### src/rtl/logic_pkg.sv
// Shared encodings for the Mini-MIPS logic unit: func codes, opcodes, functs.
// Pure definitions; no latency or flow-control behaviour.
package logic_pkg;

    localparam logic [2:0] LF_AND = 3'b000;
    localparam logic [2:0] LF_OR  = 3'b001;
    localparam logic [2:0] LF_XOR = 3'b010;
    localparam logic [2:0] LF_NOR = 3'b011;
    localparam logic [2:0] LF_NOT = 3'b100;

    localparam logic [5:0] OP_RTYPE = 6'h00;
    localparam logic [5:0] OP_ANDI  = 6'h0C;
    localparam logic [5:0] OP_ORI   = 6'h0D;
    localparam logic [5:0] OP_XORI  = 6'h0E;

    localparam logic [5:0] FN_AND = 6'h24;
    localparam logic [5:0] FN_OR  = 6'h25;
    localparam logic [5:0] FN_XOR = 6'h26;
    localparam logic [5:0] FN_NOR = 6'h27;
    localparam logic [5:0] FN_NOT = 6'h28;

    typedef enum logic [1:0] {
        BSEL_RT   = 2'd0,
        BSEL_IMM  = 2'd1,
        BSEL_ZERO = 2'd2
    } bsel_t;

endpackage

### src/rtl/logic_issue_decode.sv
// Opcode/funct -> logic func code, b-operand select and illegal flag.
// Purely combinational; no flow control.
module logic_issue_decode
    import logic_pkg::*;
(
    input  logic [5:0] i_opcode,
    input  logic [5:0] i_funct,
    output logic [2:0] o_func,
    output logic [1:0] o_bsel,
    output logic       o_illegal
);

    bsel_t w_bsel;

    always_comb begin
        o_func    = LF_AND;
        w_bsel    = BSEL_ZERO;
        o_illegal = 1'b1;
        case (i_opcode)
            OP_RTYPE: begin
                o_illegal = 1'b0;
                w_bsel    = BSEL_RT;
                case (i_funct)
                    FN_AND:  o_func = LF_AND;
                    FN_OR:   o_func = LF_OR;
                    FN_XOR:  o_func = LF_XOR;
                    FN_NOR:  o_func = LF_NOR;
                    FN_NOT: begin
                        o_func = LF_NOT;
                        w_bsel = BSEL_ZERO;
                    end
                    default: begin
                        o_illegal = 1'b1;
                        w_bsel    = BSEL_ZERO;
                    end
                endcase
            end
            OP_ANDI: begin o_illegal = 1'b0; w_bsel = BSEL_IMM; o_func = LF_AND; end
            OP_ORI:  begin o_illegal = 1'b0; w_bsel = BSEL_IMM; o_func = LF_OR;  end
            OP_XORI: begin o_illegal = 1'b0; w_bsel = BSEL_IMM; o_func = LF_XOR; end
            default: ;
        endcase
        o_bsel = w_bsel;
    end

endmodule

### src/rtl/logic_issue_unit.sv
// Issues decoded operands to the logic unit and registers its result with rd tag.
// 2 edges accept->out_valid, full rate; output holds under !out_ready, flush drops both stages.
module logic_issue_unit
    import logic_pkg::*;
#(
    parameter int DW    = 32,
    parameter int CNT_W = 16
) (
    input  logic             clk,
    input  logic             rst_n,
    input  logic             flush,
    input  logic             in_valid,
    output logic             in_ready,
    input  logic [5:0]       in_opcode,
    input  logic [5:0]       in_funct,
    input  logic [DW-1:0]    in_rs_val,
    input  logic [DW-1:0]    in_rt_val,
    input  logic [15:0]      in_imm,
    input  logic [4:0]       in_rd,
    output logic [DW-1:0]    lu_a,
    output logic [DW-1:0]    lu_b,
    output logic [2:0]       lu_func,
    input  logic [DW-1:0]    lu_out,
    output logic             out_valid,
    input  logic             out_ready,
    output logic [DW-1:0]    out_data,
    output logic [4:0]       out_rd,
    output logic             out_err,
    output logic [CNT_W-1:0] ops_done,
    output logic [CNT_W-1:0] ops_illegal
);

    logic [2:0]    w_func;
    logic [1:0]    w_bsel;
    logic          w_illegal;
    logic [DW-1:0] w_a;
    logic [DW-1:0] w_b;
    logic          w_s2_free;
    logic          w_s1_adv;
    logic          w_accept;

    logic          r_s1_vld;
    logic [DW-1:0] r_a;
    logic [DW-1:0] r_b;
    logic [2:0]    r_func;
    logic [4:0]    r_s1_rd;
    logic          r_s1_ill;

    logic          r_out_vld;
    logic [DW-1:0] r_out_dat;
    logic [4:0]    r_out_rd;
    logic          r_out_err;
    logic [CNT_W-1:0] r_done;
    logic [CNT_W-1:0] r_illegal;

    logic_issue_decode u_decode (
        .i_opcode  (in_opcode),
        .i_funct   (in_funct),
        .o_func    (w_func),
        .o_bsel    (w_bsel),
        .o_illegal (w_illegal)
    );

    // Illegal bundles present all-zero operands so the unit never sees garbage.
    always_comb begin
        w_a = w_illegal ? '0 : in_rs_val;
        case (bsel_t'(w_bsel))
            BSEL_RT:  w_b = in_rt_val;
            BSEL_IMM: w_b = {{(DW-16){1'b0}}, in_imm};
            default:  w_b = '0;
        endcase
    end

    assign w_s2_free = !r_out_vld || out_ready;
    assign w_s1_adv  = r_s1_vld && w_s2_free;
    assign in_ready  = !flush && (!r_s1_vld || w_s2_free);
    assign w_accept  = in_valid && in_ready;

    always_ff @(posedge clk or negedge rst_n) begin
        if (!rst_n) begin
            r_s1_vld <= 1'b0;
            r_a      <= '0;
            r_b      <= '0;
            r_func   <= LF_AND;
            r_s1_rd  <= '0;
            r_s1_ill <= 1'b0;
        end else if (flush) begin
            r_s1_vld <= 1'b0;
        end else if (w_accept) begin
            r_s1_vld <= 1'b1;
            r_a      <= w_a;
            r_b      <= w_b;
            r_func   <= w_illegal ? LF_AND : w_func;
            r_s1_rd  <= in_rd;
            r_s1_ill <= w_illegal;
        end else if (w_s1_adv) begin
            r_s1_vld <= 1'b0;
        end
    end

    always_ff @(posedge clk or negedge rst_n) begin
        if (!rst_n) begin
            r_out_vld <= 1'b0;
            r_out_dat <= '0;
            r_out_rd  <= '0;
            r_out_err <= 1'b0;
        end else if (flush) begin
            r_out_vld <= 1'b0;
        end else if (w_s1_adv) begin
            r_out_vld <= 1'b1;
            r_out_dat <= r_s1_ill ? '0 : lu_out;
            r_out_rd  <= r_s1_rd;
            r_out_err <= r_s1_ill;
        end else if (out_ready) begin
            r_out_vld <= 1'b0;
        end
    end

    // Counters see the consumer handshake only; flush never rewinds them.
    always_ff @(posedge clk or negedge rst_n) begin
        if (!rst_n) begin
            r_done    <= '0;
            r_illegal <= '0;
        end else if (r_out_vld && out_ready) begin
            r_done <= r_done + CNT_W'(1);
            if (r_out_err) begin
                r_illegal <= r_illegal + CNT_W'(1);
            end
        end
    end

    assign lu_a        = r_a;
    assign lu_b        = r_b;
    assign lu_func     = r_func;
    assign out_valid   = r_out_vld;
    assign out_data    = r_out_dat;
    assign out_rd      = r_out_rd;
    assign out_err     = r_out_err;
    assign ops_done    = r_done;
    assign ops_illegal = r_illegal;

endmodule

### config.mk
export PLATFORM = sky130hd
export DESIGN_NAME = logic_issue_unit
export DESIGN_NICKNAME = d
export VERILOG_FILES = /design/src/rtl/logic_pkg.sv /design/src/rtl/logic_issue_decode.sv /design/src/rtl/logic_issue_unit.sv
export SDC_FILE = /design/constraint.sdc
export NUM_CORES = 1
export LEC_CHECK = 0
export CAP_MARGIN = 30
export CORE_MARGIN = 4
export CORE_UTILIZATION = 40
export DETAILED_ROUTE_END_ITERATION = 8
export PLACE_DENSITY = 0.81
export SYNTH_ARGS = -nofsm -noshare
export SYNTH_HDL_FRONTEND = slang
export SYNTH_SLANG_ARGS = --single-unit
### constraint.sdc
create_clock -name clk -period 3.5 [get_ports clk]
set_input_delay 0.7 -clock clk [delete_from_list [all_inputs] [get_ports clk]]
set_output_delay 0.7 -clock clk [all_outputs]
set_load 0.05 [all_outputs]
==> results of run 1 <==
-- kinds of logic (layout without fill, tap and decap cells) --
| family | after synthesis | count (layout) | synth area share [%] |
|---|---|---|---|
| compound gates | 89 | 89 | 13.2 |
| xor+xnor | 30 | 30 | 4.17 |
| fa+ha+maj | 2 | 2 | 0.397 |
| buf+inv | 69 | 351 | 4.74 |
| flops | 145 | 145 | 57.6 |
| mux | 9 | 9 | 1.79 |
| simple gates | 230 | 230 | 18.2 |
-- power by group --
group,internal (W),switching [W],leakage [nW]
combinational,0.000383,0.000590,2.15
sequential,0.00179,0.0000973,1.96
clock,0.00109,0.000704,0.282
-- layer usage --
| metal | vias up | wire length, µm | track usage, % |
|---|---|---|---|
| li1 | 2485 | - | - |
| met1 | 2459 | 6890 | 23.4 |
| met2 | 202 | 8360 | 32.6 |
| met3 | 18 | 1460 | 7.82 |
| met4 | 0 | 222 | 6.17 |
| met5 | - | 0 | 0 |
-- worst max-delay path by stage --
stage	start	to	cells past startpoint
2_1_floorplan	out_valid$_DFFE_PN0P_	in_ready	2
3_3_place_gp	out_ready	in_ready	4
3_5_place_dp	out_ready	in_ready	4
4_1_cts	out_ready	in_ready	4
5_1_grt	out_ready	in_ready	4
6_report	out_ready	in_ready	4
-- cell type report --
class	instances	share of cell area (%)
Clock buffer	20	4.64
Clock inverter	12	1.35
Inverter	39	1.49
Multi-Input combinational cell	360	24.3
Sequential cell	145	36.9
Tap cell	211	2.68
Timing Repair Buffer	280	28.7
-- cell usage in the layout (no fill, tap or decap), types with 2 or more instances in the layout --
cell type                         synthesis  layout
sky130_fd_sc_hd__o21ai_0                 16      16
sky130_fd_sc_hd__mux2_2                   8       8
sky130_fd_sc_hd__nor3_1                   4       4
sky130_fd_sc_hd__clkbuf_8                 0       2
sky130_fd_sc_hd__nand2_1                143     143
sky130_fd_sc_hd__bufinv_16                0       2
sky130_fd_sc_hd__nand3b_1                34      34
sky130_fd_sc_hd__and3_1                   3       3
sky130_fd_sc_hd__o31ai_4                  2       2
sky130_fd_sc_hd__nand3_1                 13      12
sky130_fd_sc_hd__buf_12                   0       3
sky130_fd_sc_hd__nor4_1                   3       3
sky130_fd_sc_hd__or2_2                    2       2
sky130_fd_sc_hd__ha_1                     2       2
sky130_fd_sc_hd__o31ai_1                  2       2
sky130_fd_sc_hd__nand4_1                  7       7
sky130_fd_sc_hd__xor2_1                  11      11
sky130_fd_sc_hd__o31ai_2                 30      30
sky130_fd_sc_hd__a22oi_1                 16      16
sky130_fd_sc_hd__clkinv_2                 0       3
sky130_fd_sc_hd__clkinvlp_4               0       3
sky130_fd_sc_hd__clkinv_4                 0       3
sky130_fd_sc_hd__inv_1                   39      39
sky130_fd_sc_hd__clkbuf_16                0      17
sky130_fd_sc_hd__buf_4                    0       5
sky130_fd_sc_hd__a21oi_1                  2       2
sky130_fd_sc_hd__nor2_1                  11      11
sky130_fd_sc_hd__a22o_1                  16      16
sky130_fd_sc_hd__xnor2_1                 19      19
sky130_fd_sc_hd__dfrtp_1                145     145
sky130_fd_sc_hd__a32oi_1                  2       2
sky130_fd_sc_hd__clkdlybuf4s50_1          0     271
-- through the flow --
step,instance area (µm²),instances
after floorplan,6300,574
after global placement,9260,1035
after detailed placement,9260,1035
after CTS,9840,1067
after global routing,9840,1067
final,9840,1067
-- registers in the layout, indices dropped and copies added (netlist names) --
| signal | count |
|---|---|
| lu_a | 32 |
| r_s1_ill | 1 |
| ops_done | 16 |
| lu_b | 32 |
| out_rd | 5 |
| lu_func | 3 |
| ops_illegal | 16 |
| out_err | 1 |
| r_s1_vld | 1 |
| out_data | 32 |
| out_valid | 1 |
| r_s1_rd | 5 |
-- worst max-delay path, delay by kind of cell --
kind	cells	cell delay, ps
compound gates	1	160
simple gates	1	140
buf+inv	2	1420
==> flow_metrics.py, run 1 <==
metrics = {
    "run_status": {
        "status": "finished, final reports clean",
    },
    "synthesis": {
        "synth_cell_types": 41,
        "synth_async_sr_flop_share_pct": 100,
        "synth.ff_latch_count": 145,
        "postSynthNetCount": 710,
        "synthMostInstantiatedCell": "sky130_fd_sc_hd__dfrtp_1",
        "ys_seq_area_share_pct": 57.6,
        "netlist_area_um2": 6300,
        "post-synth-top-area-fraction_pct": 57.6,
        "yosysWarnings": 0,
        "netlist_top_cells_count": "sky130_fd_sc_hd__dfrtp_1, sky130_fd_sc_hd__nand2_1, sky130_fd_sc_hd__inv_1",
        "synth_edf_count": 0,
        "netlist.top_cell.by_area": "sky130_fd_sc_hd__dfrtp_1",
        "post_synth.cell_area_avg_um2": 11.0,
        "syn-instance-count": 574,
        "synth_flop_cell": "sky130_fd_sc_hd__dfrtp_1",
        "synth.area.top_cells": "sky130_fd_sc_hd__dfrtp_1, sky130_fd_sc_hd__nand2_1, sky130_fd_sc_hd__o31ai_2, sky130_fd_sc_hd__nand3b_1, sky130_fd_sc_hd__xnor2_1",
    },
    "routing": {
        "remaining_drc_errors": 0,
        "drt_iter0_markers": 244,
        "firstDrtPassIters": 4,
        "drt-wirelength-per-cell_um": 15.9,
        "dr_total_vias": 5164,
        "totalWireLength_mm": 16.9,
        "postRouteAntennaNets": 0,
        "drt-vias-per-instance": 4.84,
    },
    "global_route": {
        "largest_net_degree_at_the_start_of_global_routing": 125,
        "gr-usage-all-layers_pct": 19.6,
        "grt_pass1_vias": 5341,
        "globalRouteOverflowTotal": 0,
        "initial_antenna_violation_count": 0,
        "wire_length_of_the_first_global_routing_pass_mm": 27.7,
    },
    "critical_path": {
        "critical_path_peak_fanout": 7,
        "worst_r2r_path_depth": 4,
        "regToRegSetupSlack_ps": 1620,
        "worstSetupStartpointType": "input port",
        "timing.critical_path.slowest_stage_cell": "sky130_fd_sc_hd__clkdlybuf4s50_1",
        "critical_path.endpoint_type": "output pin",
        "path_common_cell": "sky130_fd_sc_hd__clkdlybuf4s50_1",
        "critical_path.cell_chain": "clkdlybuf4s50_1 > nor2b_1 > a21oi_1 > clkdlybuf4s50_1",
        "arrival_ps": 2410,
        "cp_data_required_time_ps": 2800,
        "slowest_delay_ps": 820,
        "crit-reg2reg-capture": "ops_illegal[11]$_DFFE_PN0P_",
        "setup.worst_path.class": "input port to output pin",
        "r2r_start": "out_valid$_DFFE_PN0P_",
    },
    "timing": {
        "rsz_0062_raised_after_global_routing": "false",
        "slew_viol_final": 0,
        "final.hold.worst_slack_ps": 233,
        "final-setup-viol-count": 0,
        "fin_crit_ps": 3110,
        "final.setup.tns_ps": 0,
        "skew_ps": 7.41,
        "period_share_pct": 88.9,
        "max-slew-margin-rel_pct": 41.7,
        "tightestPinTransition_ps": 875,
        "setup_slack_ps": 389,
        "finalHoldViolations": 0,
        "timing.fmax_mhz": 321,
    },
    "cts": {
        "ctsLongestPathBuffers": 2,
        "path_clk_slew_ps": 60,
        "insertion_delay_of_the_later_clocked_pin_in_the_worst_skew_pair_ps": 420,
        "post-cts-setup-buffers": 0,
        "cts_hold_buf": 0,
        "cts-buffers-inserted": 17,
        "tritoncts": "yes",
        "cts.sink_count": 145,
        "clockRootBuffer": "sky130_fd_sc_hd__clkbuf_16",
        "post_cts_resized": 0,
        "cts_htree_levels": 4,
    },
    "min_path": {
        "hp-class": "input port to asynchronous set/reset pin",
    },
    "floorplan": {
        "boundaryPins": 273,
        "core_rows": 45,
        "design.core.area_um2": 15300,
        "die_width_um": 134,
        "die_h_um": 134,
        "initial_core_util_pct": 41.2,
        "die_area_um2": 17800,
    },
    "final_layout": {
        "insertedDiodeCount": 0,
        "syn2layout_area_growth_pct": 56.1,
        "final_core_util_pct": 64.3,
        "multi_input_area_um2": 2390,
        "num-fill-cells": 1218,
        "design.final.nets": 979,
        "seq_area_um2": 3630,
        "post_route_cells_drive_above_1_share_pct": 10.9,
    },
    "power": {
        "power.leakage_nw": 4.40,
        "pwr_density_cell_nw_per_um2": 472,
        "worst_ir_drop_vdd_v": 0.000333,
        "design_power_total_w": 0.00465,
    },
    "place": {
        "pre_cts_ws_ps": 401,
        "dp_hpwl_mm": 12.3,
        "gpl.final_weighted_congestion": 0.762,
        "numPortBuffers": 272,
    },
    "run": {
        "maxCapViolCount": 0,
    },
}
Power figures use the tool's default switching activity.
==> run 2: changes to the inputs <==
--- a/config.mk
+++ b/config.mk
@@ -7,9 +7,9 @@
 export LEC_CHECK = 0
 export CAP_MARGIN = 30
 export CORE_MARGIN = 4
-export CORE_UTILIZATION = 40
+export CORE_UTILIZATION = 38
 export DETAILED_ROUTE_END_ITERATION = 8
-export PLACE_DENSITY = 0.81
+export PLACE_DENSITY = 0.8
 export SYNTH_ARGS = -nofsm -noshare
 export SYNTH_HDL_FRONTEND = slang
 export SYNTH_SLANG_ARGS = --single-unit
==> constraint.sdc (replaced) <==
create_clock -name clk -period 2.7 [get_ports clk]
set_input_delay 0.54 -clock clk [delete_from_list [all_inputs] [get_ports clk]]
set_output_delay 0.54 -clock clk [all_outputs]
set_load 0.05 [all_outputs]
==> flow_metrics.py, run 2 (same netlist as run 1, synthesis figures left out) <==
metrics = {
    "routing": {
        "drt-vias-per-instance": 4.78,
        "firstDrtPassIters": 4,
        "totalWireLength_mm": 17.1,
        "remaining_drc_errors": 0,
        "drt-wirelength-per-cell_um": 15.7,
        "drt_iter0_markers": 239,
        "postRouteAntennaNets": 0,
        "dr_total_vias": 5189,
    },
    "place": {
        "dp_hpwl_mm": 12.9,
        "gpl.final_weighted_congestion": 0.829,
        "numPortBuffers": 272,
    },
    "cts": {
        "post_cts_resized": 0,
        "cts.sink_count": 145,
        "clockRootBuffer": "sky130_fd_sc_hd__clkbuf_16",
        "ctsLongestPathBuffers": 2,
        "tritoncts": "yes",
        "insertion_delay_of_the_later_clocked_pin_in_the_worst_skew_pair_ps": 410,
        "cts_hold_buf": 0,
        "cts_htree_levels": 4,
        "path_clk_slew_ps": 60,
        "post-cts-setup-buffers": 0,
        "cts-buffers-inserted": 17,
    },
    "critical_path": {
        "worst_path_dominant_cell_family": "buffers and inverters",
        "critical_path_peak_fanout": 8,
        "slowest_delay_ps": 860,
        "setup.worst_path.class": "flip-flop to output pin",
        "timing.critical_path.slowest_stage_cell": "sky130_fd_sc_hd__clkdlybuf4s50_1",
        "crit-reg2reg-capture": "ops_done[15]$_DFFE_PN0P_",
        "critical_path.cell_chain": "clkdlybuf4s50_1",
        "r2r_start": "out_valid$_DFFE_PN0P_",
        "worst_r2r_path_depth": 4,
        "worstSetupStartpointType": "flip-flop",
        "critical_path.n_buffers_inverters": 1,
        "arrival_ps": 1740,
        "regToRegSetupSlack_ps": 960,
        "cp_data_required_time_ps": 2160,
        "critical_path.endpoint_type": "output pin",
    },
    "final_layout": {
        "design.final.nets": 993,
        "mostFrequentLayoutCells": "sky130_fd_sc_hd__clkdlybuf4s50_1, sky130_fd_sc_hd__dfrtp_1, sky130_fd_sc_hd__nand2_1",
        "syn2layout_area_growth_pct": 58.3,
        "insertedDiodeCount": 0,
        "post_route_cells_drive_above_1_share_pct": 12.4,
        "num-fill-cells": 1270,
        "layout.cells.most_common": "sky130_fd_sc_hd__clkdlybuf4s50_1",
    },
    "timing": {
        "period_share_pct": 84.5,
        "slew_viol_final": 0,
        "fin_crit_ps": 2280,
        "timing.fmax_mhz": 438,
        "rsz_0062_raised_after_global_routing": "false",
        "skew_ps": 12.0,
        "finalHoldViolations": 0,
        "max-slew-margin-rel_pct": 41.1,
        "tightestPinTransition_ps": 883,
        "final.setup.tns_ps": 0,
        "final-setup-viol-count": 0,
    },
    "floorplan": {
        "boundaryPins": 273,
        "design.core.area_um2": 16100,
        "die_area_um2": 18700,
        "die_h_um": 137,
        "core_rows": 46,
        "initial_core_util_pct": 39.3,
        "die_width_um": 137,
    },
    "run_status": {
        "status": "finished, final reports clean",
    },
    "power": {
        "worst_ir_drop_vdd_v": 0.000450,
        "internal_power_w": 0.00430,
        "pwr-share-seq_pct": 40.1,
        "power.leakage_nw": 4.47,
        "switching_share_pct": 29.4,
        "comb_power_share_pct": 20.8,
        "total_switching_power_w": 0.00179,
        "pwr_density_cell_nw_per_um2": 610,
        "clock_power_share_pct": 39.1,
        "design_power_total_w": 0.00609,
    },
    "min_path": {
        "hp-class": "input port to asynchronous set/reset pin",
    },
    "global_route": {
        "largest_net_degree_at_the_start_of_global_routing": 66,
        "grt_pass1_vias": 5121,
        "gr-usage-all-layers_pct": 18.1,
        "globalRouteOverflowTotal": 0,
        "wire_length_of_the_first_global_routing_pass_mm": 26.4,
        "initial_antenna_violation_count": 0,
    },
    "run": {
        "maxCapViolCount": 0,
    },
}
==> run 2: final cells by class <==
class,count,area (µm²),area share [%]
clock buffers,19,443,4.44
well taps,216,270,2.71
inverters,39,146,1.47
multi-input cells,360,2390,24.0
repair buffers,294,2940,29.4
clock inverters,13,160,1.60
flip-flops and latches,145,3630,36.4
==> run 2: how the worst max path moves through the flow <==
| stage | from | endpoint | slack [ps] | cells past startpoint |
|---|---|---|---|---|
| floorplan | out_valid$_DFFE_PN0P_ | in_ready | 520 | 2 |
| CTS | out_valid$_DFFE_PN0P_ | out_valid | 400 | 1 |
| global placement | in_opcode[1] | lu_a[8]$_DFFE_PN0P_ | 140 | 6 |
| finish | out_valid$_DFFE_PN0P_ | out_valid | 420 | 1 |
| detailed placement | in_opcode[1] | lu_a[8]$_DFFE_PN0P_ | 70 | 6 |
| global route | out_ready | in_ready | 330 | 4 |
==> run 2: power by group through the flow <==
stage	Combinational [W]	Sequential (W)	Clock [W]
floorplan	0.000233	0.00291	0
global placement	0.00126	0.00248	0
detailed placement	0.00128	0.00248	0
CTS	0.00128	0.00244	0.00244
global route	0.00134	0.00246	0.00254
finish	0.00127	0.00244	0.00238
==> run 2: per-stage QoR <==
stage | cell area, µm² | utilization (%) | instances | hold slack (ps) | setup slack [ps]
floorplan | 6300 | - | 574 | 244 | 520
global placement | 9380 | 58.4 | 1054 | 443 | 138
detailed placement | 9380 | 58.4 | 1054 | 452 | 65.6
CTS | 9980 | 62.1 | 1086 | 128 | 403
global route | 9980 | 62.1 | 1086 | 163 | 334
finish | 9980 | 62.1 | 1086 | 124 | 418
==> run 2: routing by layer <==
layer / vias up / track usage [%] / wire length, µm
li1: 2510 / - / -
met5: - / 0 / 0
met3: 8 / 7.10 / 1660
met1: 2463 / 21.9 / 6950
met4: 0 / 4.99 / 143
met2: 208 / 30.3 / 8310
==> edit 1: new RTL, flow settings as in run 2 <==
`CNT_W`: 16 -> 32.
--- a/src/rtl/logic_issue_unit.sv
+++ b/src/rtl/logic_issue_unit.sv
@@ -4,7 +4,7 @@
     import logic_pkg::*;
 #(
     parameter int DW    = 32,
-    parameter int CNT_W = 16
+    parameter int CNT_W = 32
 ) (
     input  logic             clk,
     input  logic             rst_n,
Interface: changed (resized ops_done and ops_illegal); port bits go from 273 to 305. No check against the original RTL was run, so the function may have changed too.
==> edit 1 against run 2 <==
- worst setup slack got worse by 150 ps
- cell area rose by 19%
- routed wire length rose by 27%
- sequential cell count rose by 32
- area after synthesis rose by 24%
- power rose by 8.2%
- count of clock-buffer cells in the layout rose by 1
- global-route usage rose by 0.59 points
==> edit 1: results (changes against run 2) <==
cells_and_area:
  drive_above_1_share_pct: 10.57  # -1.8 points
  nNetsFinal: 1154  # +16%
  fin_cells: 1301  # +20%
  antenna_cells: 0  # unchanged
  n_fill_cell: 1689  # +33%
place:
  dp_hpwl_um: 16170  # +26%
  io_buffers: 304  # +12%
  place.gp.congestion: 0.7876  # -5.0%
  placed_cells: 1269  # +20%
synth:
  ys.flop_type: "dfrtp_1"
  yosysSeqAreaShare_pct: 56.70  # -0.85 points
  yosysWarnings: 0  # unchanged
  synthArstFlopShare_pct: 100.0  # unchanged
  yosys.cell_types.count: 47  # +15%
  syn_inst: 709  # +24%
  synthTopCellsByArea: "dfrtp_1 57%, nand2_1 7.4%, xnor2_1 5.8%"
  yosys-top-cells-count: "177 x dfrtp_1, 155 x nand2_1, 52 x xnor2_1"
  synth_fp_nets: 845  # +19%
worst_setup_path:
  reg2reg_slack_ps: 790  # -170 ps
  cp-start-kind: "register"
  arrival_ps: 1890  # +150 ps
  cp_top_family: "buffers and inverters"
  crit_path_end: "out_valid"
  cpPeakStageDelay_ps: 910  # +50 ps
  timing.rr.end: "lu_a[23]"
  critPathMaxFanout: 9  # +1
  cp_slowest_cell: "clkdlybuf4s50_1"
  ff2ff_path_depth: 5  # +1
  reg2reg_from: "out_valid"
routing:
  met1Wirelength_um: 9040  # +30%
  wl_um: 21670  # +27%
  wl_met3_um: 1524  # -8.4%
  vias_per_cell: 4.856  # +1.6%
  dr.pass1.iters: 4  # unchanged
  first_iter_violations: 215  # -10%
  wl_met2_um: 10470  # +26%
  top_layer_used: "met4"
clocking:
  clock_latency_ps: 420
  cts_made_buffers: 17  # unchanged
  post-cts-setup-buffers: 0  # unchanged
  post_cts_resized: 0  # unchanged
  root_buffer: "clkbuf_16"
  clkTransAtPathRegs_ps: 70
  clockBufferDepth: 2  # unchanged
  cts.htree.levels: 4  # unchanged
global_routing:
  grt_pass1_wl_um: 33390  # +26%
  grt_max_degree: 69  # +4.5%
  antenna_found_initial: 0  # unchanged
  grt_use_total_pct: 18.73  # +0.59 points
  grt_pass1_vias: 6180  # +21%
power:
  ir_drop_uv: 397.9  # -12%
  cellLeakagePower_uw: 0.005174  # +16%
timing:
  worst_clock_skew_ps: 13.68  # +1.686 ps
  slew_headroom_pct: 57.92  # +17 points
hold_path:
  hold_path_class: "input port to async pin"
outcome:
  status: "finished clean"
==> edit 1: kinds of logic (layout without fill, tap and decap cells) <==
kind of cell	after synthesis	after routing	share of synthesized area, %
xor+xnor	62	62	6.952
fa+ha+maj	2	2	0.3203
buf+inv	76	398	4.261
flops	177	177	56.70
mux	9	9	1.442
compound gates	89	89	10.40
simple gates	294	294	19.93
==> edit 1: layer usage <==
metal	track usage, %	vias up
met5	0	-
met4	7.253	0
met3	5.835	42
met2	29.81	213
met1	23.91	3021
li1	-	3042
==> edit 1: how the worst min path moves through the flow <==
stage                       startpoint           end  slack [ps]  depth (start not counted)
after floorplan                  rst_n       lu_a[0]         240                          0
after global placement      r_s1_rd[2]     out_rd[2]         450                          2
after detailed placement  out_data[28]  out_data[28]         450                          2
after CTS                        rst_n   ops_done[5]          80                          1
after global routing             rst_n   ops_done[5]         100                          1
final                            rst_n   ops_done[5]          70                          1
==> edit 1: layout make-up <==
class | instances | area (um^2) | area share [%]
multi-input cells | 456 | 3062 | 25.83
repair buffers | 326 | 3314 | 27.96
well taps | 270 | 337.8 | 2.850
inverters | 40 | 150.1 | 1.267
clock inverters | 12 | 122.6 | 1.035
clock buffers | 20 | 436.7 | 3.684
flip-flops and latches | 177 | 4429 | 37.37
==> edit 1: worst reg2reg max path, cell delays in order (launching register included) <==
cell and delay [ps]:
dfrtp_1 570, nand3b_1 210, nand3_4 420, buf_4 390
nand2_1 150, o31ai_2 90
==> edit 1: per-stage QoR <==
step	area, um^2	worst slack [ps]	util, %	hold slack (ps)
6_report	11850	270.0	58.58	73.84
4_1_cts	11850	232.3	58.58	82.37
2_1_floorplan	7811	414.5	-	244.4
3_3_place_gp	11270	138.5	55.68	448.0
3_5_place_dp	11290	84.53	55.81	454.4
5_1_grt	11850	194.7	58.58	99.98
==> edit 1: power by group <==
group	switching [uW]	internal, uW
clock	1070	1290
combinational	792	513
sequential	132	2790
total	2000	4590
==> edit 2: new RTL, flow settings as in run 2 <==
Made on the original files. Register the output `out_err` once more, without a reset; this adds one clock of latency there. The other outputs are not delayed to match.
--- a/src/rtl/logic_issue_unit.sv
+++ b/src/rtl/logic_issue_unit.sv
@@ -135,7 +135,9 @@
     assign out_valid   = r_out_vld;
     assign out_data    = r_out_dat;
     assign out_rd      = r_out_rd;
-    assign out_err     = r_out_err;
+    always_ff @(posedge clk) begin
+        out_err <= r_out_err;
+    end
     assign ops_done    = r_done;
     assign ops_illegal = r_illegal;
 
Check against the original RTL: not equivalent (a bounded check fails within 4 cycles, from zero or initial values and one cycle with rst_n low).
==> edit 2 against run 2 <==
- non-clock buffer count is 7 lower
- area after synthesis increased by 0.32%
- clock power is 8% lower
- worst hold slack worse by 12 ps
- clock skew shrank 5.3 ps
- power decreased by 2.8%
- worst setup slack worse by 11 ps
- register-to-register slack better by 30 ps
- cell area down 0.76%
- first-iteration DRC count shrank 30%
- routed wire length grew 0.94%
- sequential cell count up 1
==> edit 2: results (changes against run 2) <==
synth:
  synthTopCellsByArea: "dfrtp_1 57%, nand2_1 8.5%, o31ai_2 5.9%"
  synth_fp_nets: 711  # +0.14%
  synthArstFlopShare_pct: 99.32  # -0.68 points
  yosysSeqAreaShare_pct: 57.69  # +0.13 points
  yosys.cell_types.count: 42  # +2.4%
global_routing:
  grt_use_total_pct: 18.46  # +0.32 points
  grt_pass1_wl_um: 27050  # +2.3%
  grt_max_degree: 67  # +1.5%
  grt_pass1_vias: 5230  # +2.1%
clocking:
  cts_made_buffers: 17  # unchanged
  post_cts_resized: 0  # unchanged
  post-cts-setup-buffers: 0  # unchanged
timing:
  setup_viol_count_final: 0  # unchanged
  worst_clock_skew_ps: 6.649  # -5.348 ps
  tightestPinTransition_ps: 955.9  # +72.47 ps
place:
  place.gp.congestion: 0.7719  # -6.9%
  dp_hpwl_um: 12850  # about the same
power:
  cellLeakagePower_uw: 0.004430  # -0.84%
  p_int_uw: 4117  # -4.2%
  ir_drop_uv: 392.6  # -13%
worst_setup_path:
  critPathMaxFanout: 7  # -1
  cpPeakStageDelay_ps: 590  # -270 ps
  reg2reg_slack_ps: 990  # +30 ps
routing:
  post_drt_wl_per_cell_um: 15.95  # +1.5%
  first_iter_violations: 167  # -30%
  vias_per_cell: 4.781  # about the same
cells_and_area:
  nNetsFinal: 987  # -0.60%
  drive_above_1_share_pct: 11.69  # -0.72 points
  n_fill_cell: 1360  # +7.1%
hold_path:
  hold_path_class: "input port to async pin"
outcome:
  status: "finished clean"
-- edit 2: changes by cell type after synthesis --
cell	change
dfxtp_1	+1
-- edit 2: per-layer routing --
metal	up-vias	global-route usage [%]	part of all wire, %
met5	-	0	0
met4	0	5.654	1.7
met3	20	8.015	10
met2	193	30.79	49
met1	2443	21.53	39
li1	2508	-	-
-- edit 2: final timing paths --
check                                from           end  cells past startpoint
min in group clk                r_out_err       out_err                      0
worst max-delay path            out_ready      in_ready                      4
max in group asynchronous           rst_n     out_rd[0]                      2
worst min-delay path                rst_n  ops_done[15]                      1
worst min register to register  r_out_err       out_err                      0
worst max register to register  out_valid      lu_b[16]                      5
-- edit 2: logic make-up after synthesis --
group,synth area share (%)
XOR/XNOR,4.154
buffers and inverters,4.728
adder cells (fa/ha/maj),0.3956
AO/OA/AOI/OAI,13.12
multiplexers,1.780
AND/OR/NAND/NOR,18.14
flip-flops,57.69
-- edit 2: stage by stage --
stage | worst slack (ps) | util [%] | instance area (um^2) | std cells | hold WS [ps]
3_5_place_dp | 204.5 | 57.98 | 9344 | 1048 | 435.3
3_3_place_gp | 240.9 | 57.98 | 9344 | 1048 | 423.8
2_1_floorplan | 520.1 | - | 6325 | 575 | 244.4
5_1_grt | 318.8 | 61.45 | 9903 | 1080 | 157.1
6_report | 407.0 | 61.45 | 9903 | 1080 | 112.3
4_1_cts | 406.2 | 61.45 | 9903 | 1080 | 137.7
-- edit 2: power by group through the flow --
stage          clock network [uW]  registers, uW  logic, uW
2_1_floorplan                   0           2930        233
3_3_place_gp                    0           2490       1260
3_5_place_dp                    0           2500       1280
4_1_cts                      2250           2460       1280
5_1_grt                      2350           2480       1340
6_report                     2190           2460       1270
-- edit 2: final cells by class --
type,instances,area (um^2),share of cell area [%]
Inverter,39,146.4,1.478
Multi-Input combinational cell,360,2395,24.18
Clock buffer,22,484.2,4.889
Tap cell,216,270.3,2.729
Timing Repair Buffer,287,2884,29.12
Sequential cell,146,3649,36.84
Clock inverter,10,75.07,0.7581
-- edit 2: worst reg2reg max path, stage by stage (launching register included) --
cell and delay (ps):
dfrtp_1 450, nand3b_1 190, nand3_4 330, nor3_4 280, buf_4 240, a22o_1 160
